### config.mk
export PLATFORM = sky130hd
export DESIGN_NAME = id_ctrl_seq_flat
export DESIGN_NICKNAME = d
export VERILOG_FILES = /design/src/rtl/id_ctrl_seq_if.sv /design/src/rtl/id_ctrl_seq.sv /design/src/flat_wrapper.sv
export SDC_FILE = /design/constraint.sdc
export NUM_CORES = 1
export LEC_CHECK = 0
export ABC_AREA = 1
export CORE_MARGIN = 4
export CORE_UTILIZATION = 48
export CTS_CLUSTER_DIAMETER = 100
export CTS_CLUSTER_SIZE = 30
export DETAILED_ROUTE_END_ITERATION = 6
export GPL_ROUTABILITY_DRIVEN = 0
export HOLD_SLACK_MARGIN = 0.12
export PLACE_DENSITY = 0.88
export SETUP_SLACK_MARGIN = 0.5
export SLEW_MARGIN = 5
export SYNTH_ARGS = -nofsm -noshare
export SYNTH_HDL_FRONTEND = slang
export SYNTH_SLANG_ARGS = --single-unit
### constraint.sdc
create_clock -name i_clk -period 1.8 [get_ports i_clk]
set_input_delay 0.27 -clock i_clk [delete_from_list [all_inputs] [get_ports i_clk]]
set_output_delay 0.27 -clock i_clk [all_outputs]
set_load 0.005 [all_outputs]
### src/rtl/id_ctrl_seq_if.sv
// ID-stage control decoder bundle: instruction inputs from ID and the
// registered control bus handed to the ID/EX boundary.
interface id_ctrl_seq_if #(
   parameter int NB_OP    = 6,
   parameter int NB_FUNCT = 6
);
   logic                i_valid;
   logic                i_stall;
   logic                i_flush;
   logic                i_bus_a_is_zero;
   logic [NB_OP-1:0]    i_op;
   logic [NB_FUNCT-1:0] i_funct;
   logic [16:0]         o_ctrl_regs;
   logic                o_valid;
   logic                o_draining;
   logic                o_halted;
   logic                o_illegal;

   modport master (
      output i_valid, i_stall, i_flush, i_bus_a_is_zero, i_op, i_funct,
      input  o_ctrl_regs, o_valid, o_draining, o_halted, o_illegal
   );

   modport slave (
      input  i_valid, i_stall, i_flush, i_bus_a_is_zero, i_op, i_funct,
      output o_ctrl_regs, o_valid, o_draining, o_halted, o_illegal
   );
endinterface

### src/rtl/id_ctrl_seq.sv
// Registered ID-stage control decoder with HALT drain FSM and illegal detect.
// Optional macro ID_CTRL_ILLEGAL_TRAP_EN: illegal instructions halt the core.
module id_ctrl_seq #(
   parameter int               NB_OP        = 6,
   parameter int               NB_FUNCT     = 6,
   parameter int               DRAIN_CYCLES = 4,
   parameter logic [NB_OP-1:0] HALT_OP      = {NB_OP{1'b1}}
) (
   input  logic          i_clk,
   input  logic          i_reset,
   id_ctrl_seq_if.slave  bus
);
`ifdef ID_CTRL_ILLEGAL_TRAP_EN
   localparam bit TRAP = 1'b1;
`else
   localparam bit TRAP = 1'b0;
`endif

   localparam logic [NB_OP-1:0] OP_RTYPE = 6'b000000;
   localparam logic [NB_OP-1:0] OP_J     = 6'b000010;
   localparam logic [NB_OP-1:0] OP_JAL   = 6'b000011;
   localparam logic [NB_OP-1:0] OP_BEQ   = 6'b000100;
   localparam logic [NB_OP-1:0] OP_BNE   = 6'b000101;
   localparam logic [NB_OP-1:0] OP_ADDI  = 6'b001000;
   localparam logic [NB_OP-1:0] OP_SLTI  = 6'b001010;
   localparam logic [NB_OP-1:0] OP_ANDI  = 6'b001100;
   localparam logic [NB_OP-1:0] OP_ORI   = 6'b001101;
   localparam logic [NB_OP-1:0] OP_XORI  = 6'b001110;
   localparam logic [NB_OP-1:0] OP_LUI   = 6'b001111;
   localparam logic [NB_OP-1:0] OP_LB    = 6'b100000;
   localparam logic [NB_OP-1:0] OP_LH    = 6'b100001;
   localparam logic [NB_OP-1:0] OP_LW    = 6'b100011;
   localparam logic [NB_OP-1:0] OP_LBU   = 6'b100100;
   localparam logic [NB_OP-1:0] OP_LHU   = 6'b100101;
   localparam logic [NB_OP-1:0] OP_LWU   = 6'b100111;
   localparam logic [NB_OP-1:0] OP_SB    = 6'b101000;
   localparam logic [NB_OP-1:0] OP_SH    = 6'b101001;
   localparam logic [NB_OP-1:0] OP_SW    = 6'b101011;

   localparam logic [NB_FUNCT-1:0] FN_JR   = 6'b001000;
   localparam logic [NB_FUNCT-1:0] FN_JALR = 6'b001001;

   typedef struct packed {
      logic       next_pc;
      logic [1:0] jmp;
      logic       reg_write;
      logic [1:0] reg_dst;
      logic [1:0] mem_to_reg;
      logic       mem_write;
      logic       mem_unsigned;
      logic [1:0] mem_size;
      logic [1:0] alu_src;
      logic [2:0] alu_op;
   } ctrl_t;

   typedef enum logic [1:0] {RUN, DRAIN, HALTED} state_t;

   state_t     state_reg, state_next;
   logic [3:0] cnt_reg, cnt_next;
   ctrl_t      ctrl_reg, ctrl_next;
   logic       valid_reg, valid_next;
   logic       illegal_reg, illegal_next;

   ctrl_t      dec_ctrl;
   logic       dec_legal;
   logic       dec_halt;

   always_comb begin
      dec_ctrl  = '0;
      dec_legal = 1'b1;
      dec_halt  = 1'b0;
      case (bus.i_op)
         OP_RTYPE: begin
            case (bus.i_funct)
               FN_JR: begin
                  dec_ctrl.next_pc = 1'b1;
                  dec_ctrl.jmp     = 2'b01;
               end
               FN_JALR: begin
                  dec_ctrl.next_pc   = 1'b1;
                  dec_ctrl.jmp       = 2'b01;
                  dec_ctrl.reg_write = 1'b1;
                  dec_ctrl.reg_dst   = 2'b01;
               end
               6'b100000, 6'b100001, 6'b100010, 6'b100011, 6'b100100,
               6'b100101, 6'b100110, 6'b100111, 6'b101010, 6'b000000,
               6'b000010, 6'b000011, 6'b000100, 6'b000110, 6'b000111: begin
                  dec_ctrl.reg_write = 1'b1;
                  dec_ctrl.reg_dst   = 2'b01;
                  dec_ctrl.alu_op    = 3'b110;
               end
               default: dec_legal = 1'b0;
            endcase
         end
         OP_J, OP_JAL: begin
            dec_ctrl.next_pc   = 1'b1;
            dec_ctrl.jmp       = 2'b10;
            dec_ctrl.reg_write = (bus.i_op == OP_JAL);
            dec_ctrl.reg_dst   = (bus.i_op == OP_JAL) ? 2'b10 : 2'b00;
         end
         OP_BEQ, OP_BNE: begin
            // jmp stays 00 (branch target); only the taken decision differs
            dec_ctrl.next_pc = (bus.i_op == OP_BEQ) ? bus.i_bus_a_is_zero : ~bus.i_bus_a_is_zero;
            dec_ctrl.alu_op  = 3'b001;
         end
         OP_ADDI, OP_SLTI: begin
            dec_ctrl.reg_write = 1'b1;
            dec_ctrl.alu_src   = 2'b01;
            dec_ctrl.alu_op    = (bus.i_op == OP_SLTI) ? 3'b101 : 3'b000;
         end
         OP_ANDI, OP_ORI, OP_XORI: begin
            dec_ctrl.reg_write = 1'b1;
            dec_ctrl.alu_src   = 2'b10;
            dec_ctrl.alu_op    = (bus.i_op == OP_ANDI) ? 3'b010 :
                                 (bus.i_op == OP_ORI)  ? 3'b011 : 3'b100;
         end
         OP_LUI: begin
            dec_ctrl.reg_write = 1'b1;
            dec_ctrl.alu_src   = 2'b11;
         end
         OP_LB, OP_LH, OP_LW, OP_LBU, OP_LHU, OP_LWU: begin
            dec_ctrl.reg_write    = 1'b1;
            dec_ctrl.alu_src      = 2'b01;
            dec_ctrl.mem_unsigned = bus.i_op[2];
            dec_ctrl.mem_size     = (bus.i_op[1:0] == 2'b00) ? 2'b00 :
                                    (bus.i_op[1:0] == 2'b01) ? 2'b01 : 2'b10;
            dec_ctrl.mem_to_reg   = (bus.i_op[1:0] == 2'b00) ? 2'b11 :
                                    (bus.i_op[1:0] == 2'b01) ? 2'b10 : 2'b01;
         end
         OP_SB, OP_SH, OP_SW: begin
            dec_ctrl.mem_write = 1'b1;
            dec_ctrl.alu_src   = 2'b01;
            dec_ctrl.mem_size  = (bus.i_op[1:0] == 2'b00) ? 2'b00 :
                                 (bus.i_op[1:0] == 2'b01) ? 2'b01 : 2'b10;
         end
         HALT_OP: dec_halt = 1'b1;
         default: dec_legal = 1'b0;
      endcase
      if (!dec_legal) begin
         dec_ctrl = '0;
      end
   end

   always_comb begin
      state_next   = state_reg;
      cnt_next     = cnt_reg;
      ctrl_next    = ctrl_reg;
      valid_next   = valid_reg;
      illegal_next = illegal_reg;
      case (state_reg)
         RUN: begin
            if (bus.i_flush || !bus.i_stall) begin
               ctrl_next    = '0;
               valid_next   = 1'b0;
               illegal_next = TRAP ? illegal_reg : 1'b0;
            end
            if (!bus.i_flush && !bus.i_stall && bus.i_valid) begin
               if (dec_halt || (TRAP && !dec_legal)) begin
                  state_next = DRAIN;
                  cnt_next   = 4'(DRAIN_CYCLES - 1);
               end
               if (!dec_legal) begin
                  illegal_next = 1'b1;
               end else if (!dec_halt) begin
                  ctrl_next  = dec_ctrl;
                  valid_next = 1'b1;
               end
            end
         end
         DRAIN: begin
            // outputs are already a bubble here; flush has nothing to cancel
            if (!bus.i_stall) begin
               if (cnt_reg == 4'd0) begin
                  state_next = HALTED;
               end else begin
                  cnt_next = cnt_reg - 4'd1;
               end
            end
         end
         default: ;
      endcase
   end

   always_ff @(posedge i_clk or posedge i_reset) begin
      if (i_reset) begin
         state_reg   <= RUN;
         cnt_reg     <= '0;
         ctrl_reg    <= '0;
         valid_reg   <= 1'b0;
         illegal_reg <= 1'b0;
      end else begin
         state_reg   <= state_next;
         cnt_reg     <= cnt_next;
         ctrl_reg    <= ctrl_next;
         valid_reg   <= valid_next;
         illegal_reg <= illegal_next;
      end
   end

   assign bus.o_ctrl_regs = ctrl_reg;
   assign bus.o_valid     = valid_reg;
   assign bus.o_illegal   = illegal_reg;
   assign bus.o_draining  = (state_reg == DRAIN);
   assign bus.o_halted    = (state_reg == HALTED);
endmodule

### src/flat_wrapper.sv
// flat-port wrapper written by rule: the top's interface ports become plain ports
module id_ctrl_seq_flat 
#(
   parameter int               NB_OP        = 6,
   parameter int               NB_FUNCT     = 6,
   parameter int               DRAIN_CYCLES = 4,
   parameter logic [NB_OP-1:0] HALT_OP      = {NB_OP{1'b1}}
)
  (i_clk, i_reset, bus_i_valid, bus_i_stall, bus_i_flush, bus_i_bus_a_is_zero, bus_i_op, bus_i_funct, bus_o_ctrl_regs, bus_o_valid, bus_o_draining, bus_o_halted, bus_o_illegal);
  id_ctrl_seq_if #(.NB_OP(NB_OP), .NB_FUNCT(NB_FUNCT)) bus_i ();
  input  logic i_clk;
  input  logic i_reset;
  input wire logic [$bits(bus_i.i_valid)-1:0] bus_i_valid;
  input wire logic [$bits(bus_i.i_stall)-1:0] bus_i_stall;
  input wire logic [$bits(bus_i.i_flush)-1:0] bus_i_flush;
  input wire logic [$bits(bus_i.i_bus_a_is_zero)-1:0] bus_i_bus_a_is_zero;
  input wire logic [$bits(bus_i.i_op)-1:0] bus_i_op;
  input wire logic [$bits(bus_i.i_funct)-1:0] bus_i_funct;
  output wire logic [$bits(bus_i.o_ctrl_regs)-1:0] bus_o_ctrl_regs;
  output wire logic [$bits(bus_i.o_valid)-1:0] bus_o_valid;
  output wire logic [$bits(bus_i.o_draining)-1:0] bus_o_draining;
  output wire logic [$bits(bus_i.o_halted)-1:0] bus_o_halted;
  output wire logic [$bits(bus_i.o_illegal)-1:0] bus_o_illegal;
  assign bus_i.i_valid = bus_i_valid;
  assign bus_i.i_stall = bus_i_stall;
  assign bus_i.i_flush = bus_i_flush;
  assign bus_i.i_bus_a_is_zero = bus_i_bus_a_is_zero;
  assign bus_i.i_op = bus_i_op;
  assign bus_i.i_funct = bus_i_funct;
  assign bus_o_ctrl_regs = bus_i.o_ctrl_regs;
  assign bus_o_valid = bus_i.o_valid;
  assign bus_o_draining = bus_i.o_draining;
  assign bus_o_halted = bus_i.o_halted;
  assign bus_o_illegal = bus_i.o_illegal;
  id_ctrl_seq #(.NB_OP(NB_OP), .NB_FUNCT(NB_FUNCT), .DRAIN_CYCLES(DRAIN_CYCLES), .HALT_OP(HALT_OP)) u_core (.i_clk(i_clk), .i_reset(i_reset), .bus(bus_i));
endmodule
==> metrics.txt <==
relative slew slack 0.7931; CTS tree yes; Post-Synthesis Cell Area 1499 sq um; Root Buffer clkbuf_4; status complete, no violations; NumNets Final 301; Tmin final 1.500 ns; endpoints failing hold 0; Die Y 63.88 microns; DRT iter0 DRCs 163; Setup crit end kind flop; FMAX 0.6666 GHz; M1 GR Usage 0.2952; post-synth cell types 24; post-DP HPWL 2624 microns; worst skew pair latency 0.32 ns; H-tree Lvls 1; total negative slack 0 ns; Inserted Clock Buffers 3; pin count of the biggest net entering global routing 26; num ports 39; Post-Route WL 4459 microns; Synth-to-Final Area Change 57.85%; max cap viols 0; Core Area 3028 sq um; share of layout cells above drive strength 1 0.3357; Max FO, Critical Path 5; Peak VDD IR 0.2036 mV; Post-CTS Hold Fix Bufs 0; residual DRC count 0; Die X 63.88 microns; gr busiest metal met2; initial core utilization 0.4950; element type at the critical path start flop; CP Class flop to flop; die footprint 4081 sq um; Post-Place Worst Slack -0.03317 ns; setup violators final 0; clock sinks 25; FP Rows 20; leakage 1.292 nW; syn nets 224; sequential share of the synthesized area 0.4174; GRT overflow 0; vias after detailed routing 1707; post-detailed-route count of antenna-violating nets 0; Layout Skew 0.002399 ns; Reg clk slew, reported paths 0.13 ns; wire per inst 13.76 microns; initial antenna violation count 0; first-pass GRT wire length 7044 microns; M2 GR Usage 0.3523; clk buf depth 2; Yosys reg bits 25; yosys warns 0; worst hold slack 0.2837 ns; DRT Pass-1 Iters 5; Crit path required time 2.02 ns; Antenna Cells 0; vias in the first global route 1512; unrepaired setup endpoints after global routing true; pwr/cell area 414.2 nW/um^2; class of the worst hold path input port to async pin; Final Max Tran Viols 0; Largest register FFs 17; critical path arrival 1.72 ns; Final WS setup 0.2999 ns; met3 global-route usage 0.02460; PortBufs 38; total track usage 0.2181; final critical-path share of the clock period 0.8334; average cell area after synthesis 7.348 sq um; Via-to-Cell Ratio 5.269; Gate Count Post-Synth 204; Slew @ Worst Pin 0.3103 ns
[worst max-delay path: stages (launching register included)]
cell and delay (ns):
dfrtp_1 0.41, buf_6 0.12, buf_6 0.11, nor2_4 0.10, inv_4 0.06, a21oi_4 0.13
buf_12 0.14, clkinvlp_4 0.15, nand2_1 0.10, nand2_1 0.07
[per-stage QoR]
| step | cells | utilization | instance area (sq um) | total power [mW] |
|---|---|---|---|---|
| final | 324 | 0.7814 | 2366 | 0.9800 |
| after global routing | 324 | 0.7814 | 2366 | 1.018 |
| after CTS | 316 | 0.7326 | 2218 | 0.9737 |
| after detailed placement | 291 | 0.6517 | 1973 | 0.7196 |
| after global placement | 291 | 0.6517 | 1973 | 0.7171 |
| after floorplan | 204 | - | 1499 | 0.6525 |
[kinds of logic (layout without fill, tap and decap cells)]
| family | count (synthesis) | count (layout) | synth area share |
|---|---|---|---|
| AND/OR/NAND/NOR | 127 | 128 | 0.3998 |
| buffers and inverters | 31 | 106 | 0.08931 |
| flip-flops | 25 | 25 | 0.4174 |
| AO/OA/AOI/OAI | 16 | 16 | 0.05926 |
| XOR/XNOR | 3 | 3 | 0.01753 |
| adder cells (fa/ha/maj) | 2 | 2 | 0.01669 |
[where the power goes]
| part | switching [mW] | leakage (nW) | total (mW) | internal, mW |
|---|---|---|---|---|
| registers | 0.00164 | 0.317 | 0.566 | 0.564 |
| clock network | 0.169 | 0.0177 | 0.252 | 0.0834 |
| logic | 0.0932 | 0.957 | 0.162 | 0.0691 |
[cell usage after synthesis]
master,number,area (sq um)
nor2_2,6,37.54
o21ai_0,3,15.01
a22o_1,1,8.760
nor2_4,1,11.26
ha_1,2,25.02
a21oi_1,2,10.01
nor3_1,3,15.01
o21ai_1,8,40.04
inv_1,21,78.83
nand3_2,3,30.03
nor2_1,23,86.33
clkinv_1,1,3.750
buf_2,2,10.01
nand3_1,15,75.07
dfrtp_1,25,625.6
xnor2_1,3,26.28
clkbuf_1,1,3.750
o31ai_1,2,15.01
nand2_2,2,12.51
buf_6,2,22.52
inv_2,4,15.01
nand3_4,1,17.52
nand4_1,16,100.1
nand2_1,57,214.0
[cells in the final DEF (no fill, tap or decap), types with 5 or more instances in the layout]
master / netlist / routed
nand3_1: 15 / 15
nor2_1: 23 / 16
o21ai_1: 8 / 5
dlygate4sd2_1: 0 / 17
nand4_1: 16 / 16
nor2_2: 6 / 7
clkdlybuf4s15_1: 0 / 8
inv_2: 4 / 7
nand2_2: 2 / 13
nand2_1: 57 / 45
clkdlybuf4s50_1: 0 / 10
buf_4: 0 / 27
nor2_4: 1 / 7
buf_6: 2 / 5
inv_1: 21 / 16
dfrtp_1: 25 / 25
[area by class of cell]
cell class                 count  area, sq um
multi-input combinational    149        890.9
fill                         192        661.9
timing repair buffer          73        640.6
sequential                    25        625.6
inverter                      26        103.9
tap                           44        55.05
clock buffer                   3        22.52
timing repair inverter         3        22.52
clock inverter                 1        5.005
[metal layers]
layer  up-vias  wire length [microns]
li1        821                      -
met1       773                   1861
met2        89                   2108
met3        24                    334
met4         0                    155
met5         -                      0
[what timing repair did]
item	in CTS	in global routing
setup buffers	15	8
pin swaps	6	8
gates cloned	6	0
endpoints found under the hold margin	0	0
resized for setup	58	37
endpoints found under the setup margin	46	38
[final timing paths]
| kind | from | endpoint | slack, ns | cells past startpoint |
|---|---|---|---|---|
| worst max-delay path | u_core.state_reg[0] | u_core.bus.o_ctrl_regs[8] | 0.30 | 9 |
| worst min-delay path | i_reset | u_core.bus.o_ctrl_regs[16] | 0.28 | 3 |
| worst max register to register | u_core.state_reg[0] | u_core.bus.o_ctrl_regs[8] | 0.30 | 9 |
| worst min register to register | u_core.bus.o_ctrl_regs[14] | u_core.bus.o_ctrl_regs[14] | 0.49 | 2 |
| max in group asynchronous | i_reset | u_core.cnt_reg[1] | 1.28 | 3 |
| min in group i_clk | bus_i_op[2] | u_core.bus.o_ctrl_regs[7] | 0.42 | 3 |
Note: power is estimated with default switching activity, not from simulation.
==> patch 1 (config.mk and constraints unchanged) <==
`NB_FUNCT` is set to 6 in 3 places; all go to 7.
--- a/src/rtl/id_ctrl_seq_if.sv
+++ b/src/rtl/id_ctrl_seq_if.sv
@@ -2,7 +2,7 @@
 // registered control bus handed to the ID/EX boundary.
 interface id_ctrl_seq_if #(
    parameter int NB_OP    = 6,
-   parameter int NB_FUNCT = 6
+   parameter int NB_FUNCT = 7
 );
    logic                i_valid;
    logic                i_stall;
--- a/src/rtl/id_ctrl_seq.sv
+++ b/src/rtl/id_ctrl_seq.sv
@@ -2,7 +2,7 @@
 // Optional macro ID_CTRL_ILLEGAL_TRAP_EN: illegal instructions halt the core.
 module id_ctrl_seq #(
    parameter int               NB_OP        = 6,
-   parameter int               NB_FUNCT     = 6,
+   parameter int               NB_FUNCT     = 7,
    parameter int               DRAIN_CYCLES = 4,
    parameter logic [NB_OP-1:0] HALT_OP      = {NB_OP{1'b1}}
 ) (
--- a/src/flat_wrapper.sv
+++ b/src/flat_wrapper.sv
@@ -2,7 +2,7 @@
 module id_ctrl_seq_flat 
 #(
    parameter int               NB_OP        = 6,
-   parameter int               NB_FUNCT     = 6,
+   parameter int               NB_FUNCT     = 7,
    parameter int               DRAIN_CYCLES = 4,
    parameter logic [NB_OP-1:0] HALT_OP      = {NB_OP{1'b1}}
 )
Interface: changed (resized bus_i_funct); port bits go from 39 to 40. No check against the original RTL was run, so the function may have changed too.
==> patch 1 against the unedited design <==
Routed wire length is 58% higher. Via count is 28% higher. Critical path depth grew 2. Design area increased by 14%. Sequential cell count unchanged. Sequential share of layout area down 3.3 points. Synthesized area grew 5.5%. Total power up 9.6%. First-iteration DRC count is 94% higher. Setup slack lost 0.064 ns. Clock power up 12%. Clock skew up 0.0011 ns. Die area up 4.8%. Synthesized cell count is 9.8% higher. Largest cell class unchanged.
==> patch 1: results (changes against the unedited design) <==
| Item | Reported | Delta |
|---|---|---|
| Met3 Use GR | 3.59% | +1.1 points |
| Final worst slack | 0.236 ns | -0.0642 ns |
| Area after DPL | 0.00223 mm2 | +13% |
| Status | finished clean |  |
| Met1 Usage GRT | 32.1% | +2.5 points |
| Leak pwr | 1.45 nW | +12% |
| Clock transition at the registers of the reported paths | 0.15 ns | +0.02 ns |
| Portion of the post-synthesis area used by sequential elements | 39.6% | -2.2 points |
| Multi-input gate share of the layout cell area | 37.0% | -0.70 points |
| Count of unique library cells instantiated by Yosys | 28 | +17% |
| Layout buffering overhead excluding clock cells | 32.7% | +5.6 points |
| Reg-to-reg endpoint | u_core.bus.o_ctrl_regs[15] |  |
| Leading cell types by count after synthesis | sky130_fd_sc_hd__nand2_1 (69), sky130_fd_sc_hd__dfrtp_1 (25), sky130_fd_sc_hd__nor2_1 (25), sky130_fd_sc_hd__nand3_1 (24), sky130_fd_sc_hd__inv_1 (23) |  |
| Amount of wire on met3 after detailed routing | 766 um | +130% |
| Post-route worst hold slack | 0.271 ns | -0.0124 ns |
| Number of ordinary and repair buffers in the finished layout | 104 | +42% |
| Synth Area in Adders | 1.58% | -0.087 points |
| M1 wire length | 2600 um | +40% |
| Total via count in the routed design | 2188 | +28% |
| Routed length on met2 | 3160 um | +50% |
| Worst setup slack before clock tree synthesis | -0.170 ns | -0.137 ns |
| Critical Path Source | bus_i_funct[3] |  |
| Synth Area in Compound Gates | 9.97% | +4.0 points |
| Clock Latency Late Sink | 0.34 ns | +0.02 ns |
| DRT Wirelength | 7040 um | +58% |
| Met2 track demand over resource | 44.5% | +9.3 points |
| Setup Skew | 0.00353 ns | +0.00113 ns |
| NumNets Final | 351 | +17% |
| Post-CTS setup-driven buffer insertion count | 24 | +9 |
| Critical Path Sink | u_core.bus.o_ctrl_regs[4] |  |
| Gate count after technology mapping | 224 | +9.8% |
| Layout cells sized above 1 | 41.9% | +8.4 points |
| DRC violation total after the first TritonRoute iteration | 317 | +94% |
| PortBufs | 39 | +2.6% |
| Worst supply voltage drop on vdd | 0.317 mV | +56% |
| Number of combinational gates with multiple inputs | 167 | +12% |
| Number of flip-flops and latches | 25 | unchanged |
| Slowest-stage cell, CP | sky130_fd_sc_hd__dlygate4sd2_1 |  |
| PostCTS Resize Cnt | 75 | +29% |
| Most area-consuming cells after synthesis | sky130_fd_sc_hd__dfrtp_1 (40%), sky130_fd_sc_hd__nand2_1 (16%), sky130_fd_sc_hd__nand3_1 (7.6%) |  |
| Slew Limit Headroom | 78.3% | -1.1 points |
| Filler Cells Inserted | 147 | -23% |
| 1st-pass router iterations | 6 | +1 |
| Synth Area in XOR/XNOR | 1.66% | -0.092 points |
| R2r setup slk | 0.26 ns | -0.04 ns |
| Crit path DAT | 1.86 ns | +0.14 ns |
[patch 1: worst max-delay path: cells and delay by family]
family | cells | cell delay (ns)
buf+inv | 2 | 0.34
simple gates | 9 | 1.25
[patch 1: cells by family (layout without fill, tap and decap cells)]
logic type | count (synthesis) | after routing
adders and majority gates | 2 | 2
DFF | 25 | 25
AOI/OAI and AO/OA | 25 | 25
xor gates and xnor gates | 3 | 3
and+or+nand+nor | 136 | 137
buffers and inverters | 33 | 137
[patch 1: per-stage QoR]
| stage | power (mW) | utilization [%] | TNS [ns] |
|---|---|---|---|
| finish | 1.07 | 87.3 | 0 |
| global route | 1.10 | 87.3 | 0 |
| CTS | 1.03 | 81.0 | 0 |
| detailed placement | 0.761 | 71.8 | -2.33 |
| global placement | 0.757 | 71.8 | -1.46 |
| floorplan | 0.662 | - | 0 |
[patch 1: report_power, final]
group	switching, mW	internal (mW)	total [mW]	leakage [nW]
registers	0.00179	0.565	0.566	0.323
clock network	0.198	0.0855	0.283	0.0139
logic	0.133	0.0922	0.225	1.11
==> patch 2 (same settings) <==
Made on the original files. Encoding of `state_t`: now one-hot (3 bits for 3 states).
--- a/src/rtl/id_ctrl_seq.sv
+++ b/src/rtl/id_ctrl_seq.sv
@@ -53,7 +53,7 @@
       logic [2:0] alu_op;
    } ctrl_t;
 
-   typedef enum logic [1:0] {RUN, DRAIN, HALTED} state_t;
+   typedef enum logic [2:0] {RUN = 3'b001, DRAIN = 3'b010, HALTED = 3'b100} state_t;
 
    state_t     state_reg, state_next;
    logic [3:0] cnt_reg, cnt_next;
Formal check against the unedited RTL: no difference found for any inputs over 10 cycles, from zero or initial values and one cycle with i_reset high; not proved beyond that.
==> patch 2 against the unedited design <==
Critical path depth fell by 1. Largest power group unchanged. Synthesized area up 6.6%. Hold slack better by 0.0085 ns. Largest cell class unchanged. Combinational power grew 41%. Total power increased by 25%. Setup slack worse by 0.25 ns. Design area is 19% higher. Critical endpoint is now u_core.bus.o_ctrl_regs[5]. Critical path type is now input pin to flop. First-iteration DRC count increased by 52%. Sequential cell count rose by 1. Routed wire length rose by 70%.
==> patch 2: results (changes against the unedited design) <==
| Item | Reported | Delta |
|---|---|---|
| Status | finished clean |  |
| Synthesized Nets | 245 | +9.4% |
| Final cell count without fillers | 377 | +16% |
| Portion of the post-synthesis area used by sequential elements | 40.8% | -0.94 points |
| Main flop type after synthesis | sky130_fd_sc_hd__dfrtp_1 |  |
| PortBufs | 38 | unchanged |
| Met2 track demand over resource | 51.3% | +16 points |
| NumNets Final | 354 | +18% |
| Met1 Usage GRT | 29.1% | -0.39 points |
| Setup Skew | 0.00497 ns | +0.00257 ns |
| Pin count of the biggest net entering global routing | 27 | +3.8% |
| Root buffer selected by CTS | sky130_fd_sc_hd__clkbuf_4 |  |
| Clock Latency Late Sink | 0.34 ns | +0.02 ns |
| Leading cell types by count after synthesis | sky130_fd_sc_hd__nand2_1 (75), sky130_fd_sc_hd__inv_1 (28), sky130_fd_sc_hd__dfrtp_1 (25), sky130_fd_sc_hd__nor2_1 (18), sky130_fd_sc_hd__nand3_1 (17) |  |
| Total placed cells including tap cells | 336 | +15% |
| Worst setup slack before clock tree synthesis | -0.287 ns | -0.254 ns |
| Share of flip-flops with an asynchronous set or reset | 100% | unchanged |
| Total global-route track usage | 27.2% | +5.4 points |
| Worst Hold Class | input pin to flop |  |
| Detail Placement HPWL | 3360 um | +28% |
| H-Tree Level Count | 1 | unchanged |
| Gate count after technology mapping | 225 | +10% |
| Crit path DAT | 2.04 ns | +0.32 ns |
| Count of unique library cells instantiated by Yosys | 34 | +42% |
| Antenna Diode Count | 0 | unchanged |
| DRT Wirelength | 7570 um | +70% |
| Number of instances on the worst hold path | 3 |  |
| Slowest-stage cell, CP | sky130_fd_sc_hd__clkdlybuf4s50_1 |  |
| Worst reg2reg path depth | 9 | unchanged |
| Biggest cell delay along the critical path | 0.51 ns | +0.10 ns |
| Global-route wire length before repair | 8910 um | +26% |
| Initial antenna violation count | 0 | unchanged |
| Detailed-route vias per instance | 5.89 | +12% |
| Worst supply voltage drop on vdd | 0.297 mV | +46% |
| Number of flip-flops in the largest register | 17 | unchanged |
| Met3 Use GR | 4.62% | +2.2 points |
| Slew Limit Headroom | 69.0% | -10 points |
| Number of synthesized flops with an enable pin | 0 | unchanged |
| Filler Cells Inserted | 132 | -31% |
| Count of synthesis-stage warnings from yosys | 0 | unchanged |
| Number of global-route vias before repair | 1993 | +32% |
| DRC violation total after the first TritonRoute iteration | 247 | +52% |
| Leak pwr | 1.50 nW | +16% |
| 1st-pass router iterations | 5 | unchanged |
| Critical Path Fanout Max | 4 | -1 |
| Most area-consuming cells after synthesis | sky130_fd_sc_hd__dfrtp_1 (39%), sky130_fd_sc_hd__nand2_1 (18%), sky130_fd_sc_hd__inv_1 (6.6%) |  |
| Layout cells sized above 1 | 42.9% | +9.4 points |
| Buffer depth of the longest clock path | 2 | unchanged |
| Clock transition at the registers of the reported paths | 0.15 ns | +0.02 ns |
[patch 2: cell types whose count changed in the layout (fill, tap and decap cells not counted), moves of 4 or more]
cell                              change
sky130_fd_sc_hd__nor2_1               -4
sky130_fd_sc_hd__nand3_1              -5
sky130_fd_sc_hd__dlygate4sd2_1        -7
sky130_fd_sc_hd__buf_4               +32
sky130_fd_sc_hd__inv_1                +5
sky130_fd_sc_hd__nand4_1             -12
sky130_fd_sc_hd__nand2_1             +15
sky130_fd_sc_hd__clkdlybuf4s15_1      +5
[patch 2: cell families after synthesis]
kind of cell    after synthesis  share of synthesized area [%]
flops                        26                           40.8
buf+inv                      38                           9.55
xor+xnor                      1                          0.548
simple gates                130                           37.0
fa+ha+maj                     2                           1.57
compound gates               28                           10.6
[patch 2: per-stage QoR]
stage / area, um2 / power, mW
after detailed placement: 2280 / 0.780
after floorplan: 1650 / 0.678
after CTS: 2560 / 1.17
final: 2810 / 1.23
after global routing: 2810 / 1.25
after global placement: 2280 / 0.777
[patch 2: repair_timing]
action | CTS | global route
setup endpoints to repair | 47 | 44
gates cloned | 3 | 0
buffers inserted | 19 | 15
gates resized for setup | 61 | 60
endpoints found under the hold margin | 0 | 0
pin swaps | 12 | 19
[patch 2: metal layers]
layer	up-vias	part of all wire, %
li1	935	-
met1	1027	33
met2	190	48
met3	69	10
met4	0	9.2
met5	-	0
[patch 2: cell type report]
class | count | share of cell area (%)
repair buffers | 104 | 31.2
repair inverters | 2 | 0.445
well taps | 44 | 1.96
inverters | 35 | 5.47
multi-input cells | 162 | 35.9
flip-flops and latches | 26 | 23.2
clock inverters | 1 | 1.07
clock buffers | 3 | 0.800
[patch 2: path summary, 6_finish.rpt]
| check | startpoint | end | slack (ns) |
|---|---|---|---|
| min reg2reg | u_core.bus.o_ctrl_regs[16] | u_core.bus.o_ctrl_regs[16] | 0.51 |
| min in group asynchronous | i_reset | u_core.bus.o_ctrl_regs[8] | 0.30 |
| min | bus_i_op[2] | u_core.bus.o_ctrl_regs[7] | 0.29 |
| max | bus_i_stall | u_core.bus.o_ctrl_regs[5] | 0.05 |
| max in group asynchronous | i_reset | u_core.state_reg[0] | 1.21 |
| max reg2reg | u_core.state_reg[2] | u_core.bus.o_ctrl_regs[3] | 0.09 |
[patch 2: power breakdown]
group          total [mW]  switching [mW]  internal [mW]
Clock               0.415           0.189          0.226
Sequential          0.584               0          0.584
Combinational       0.229           0.132         0.0976
Total                1.23           0.321          0.908
[patch 2: worst max-delay path: cells and delay by family]
kind	cells	cell delay, ns
buffers and inverters	2	0.61
and+or+nand+nor	4	0.69
AOI/OAI and AO/OA	2	0.45
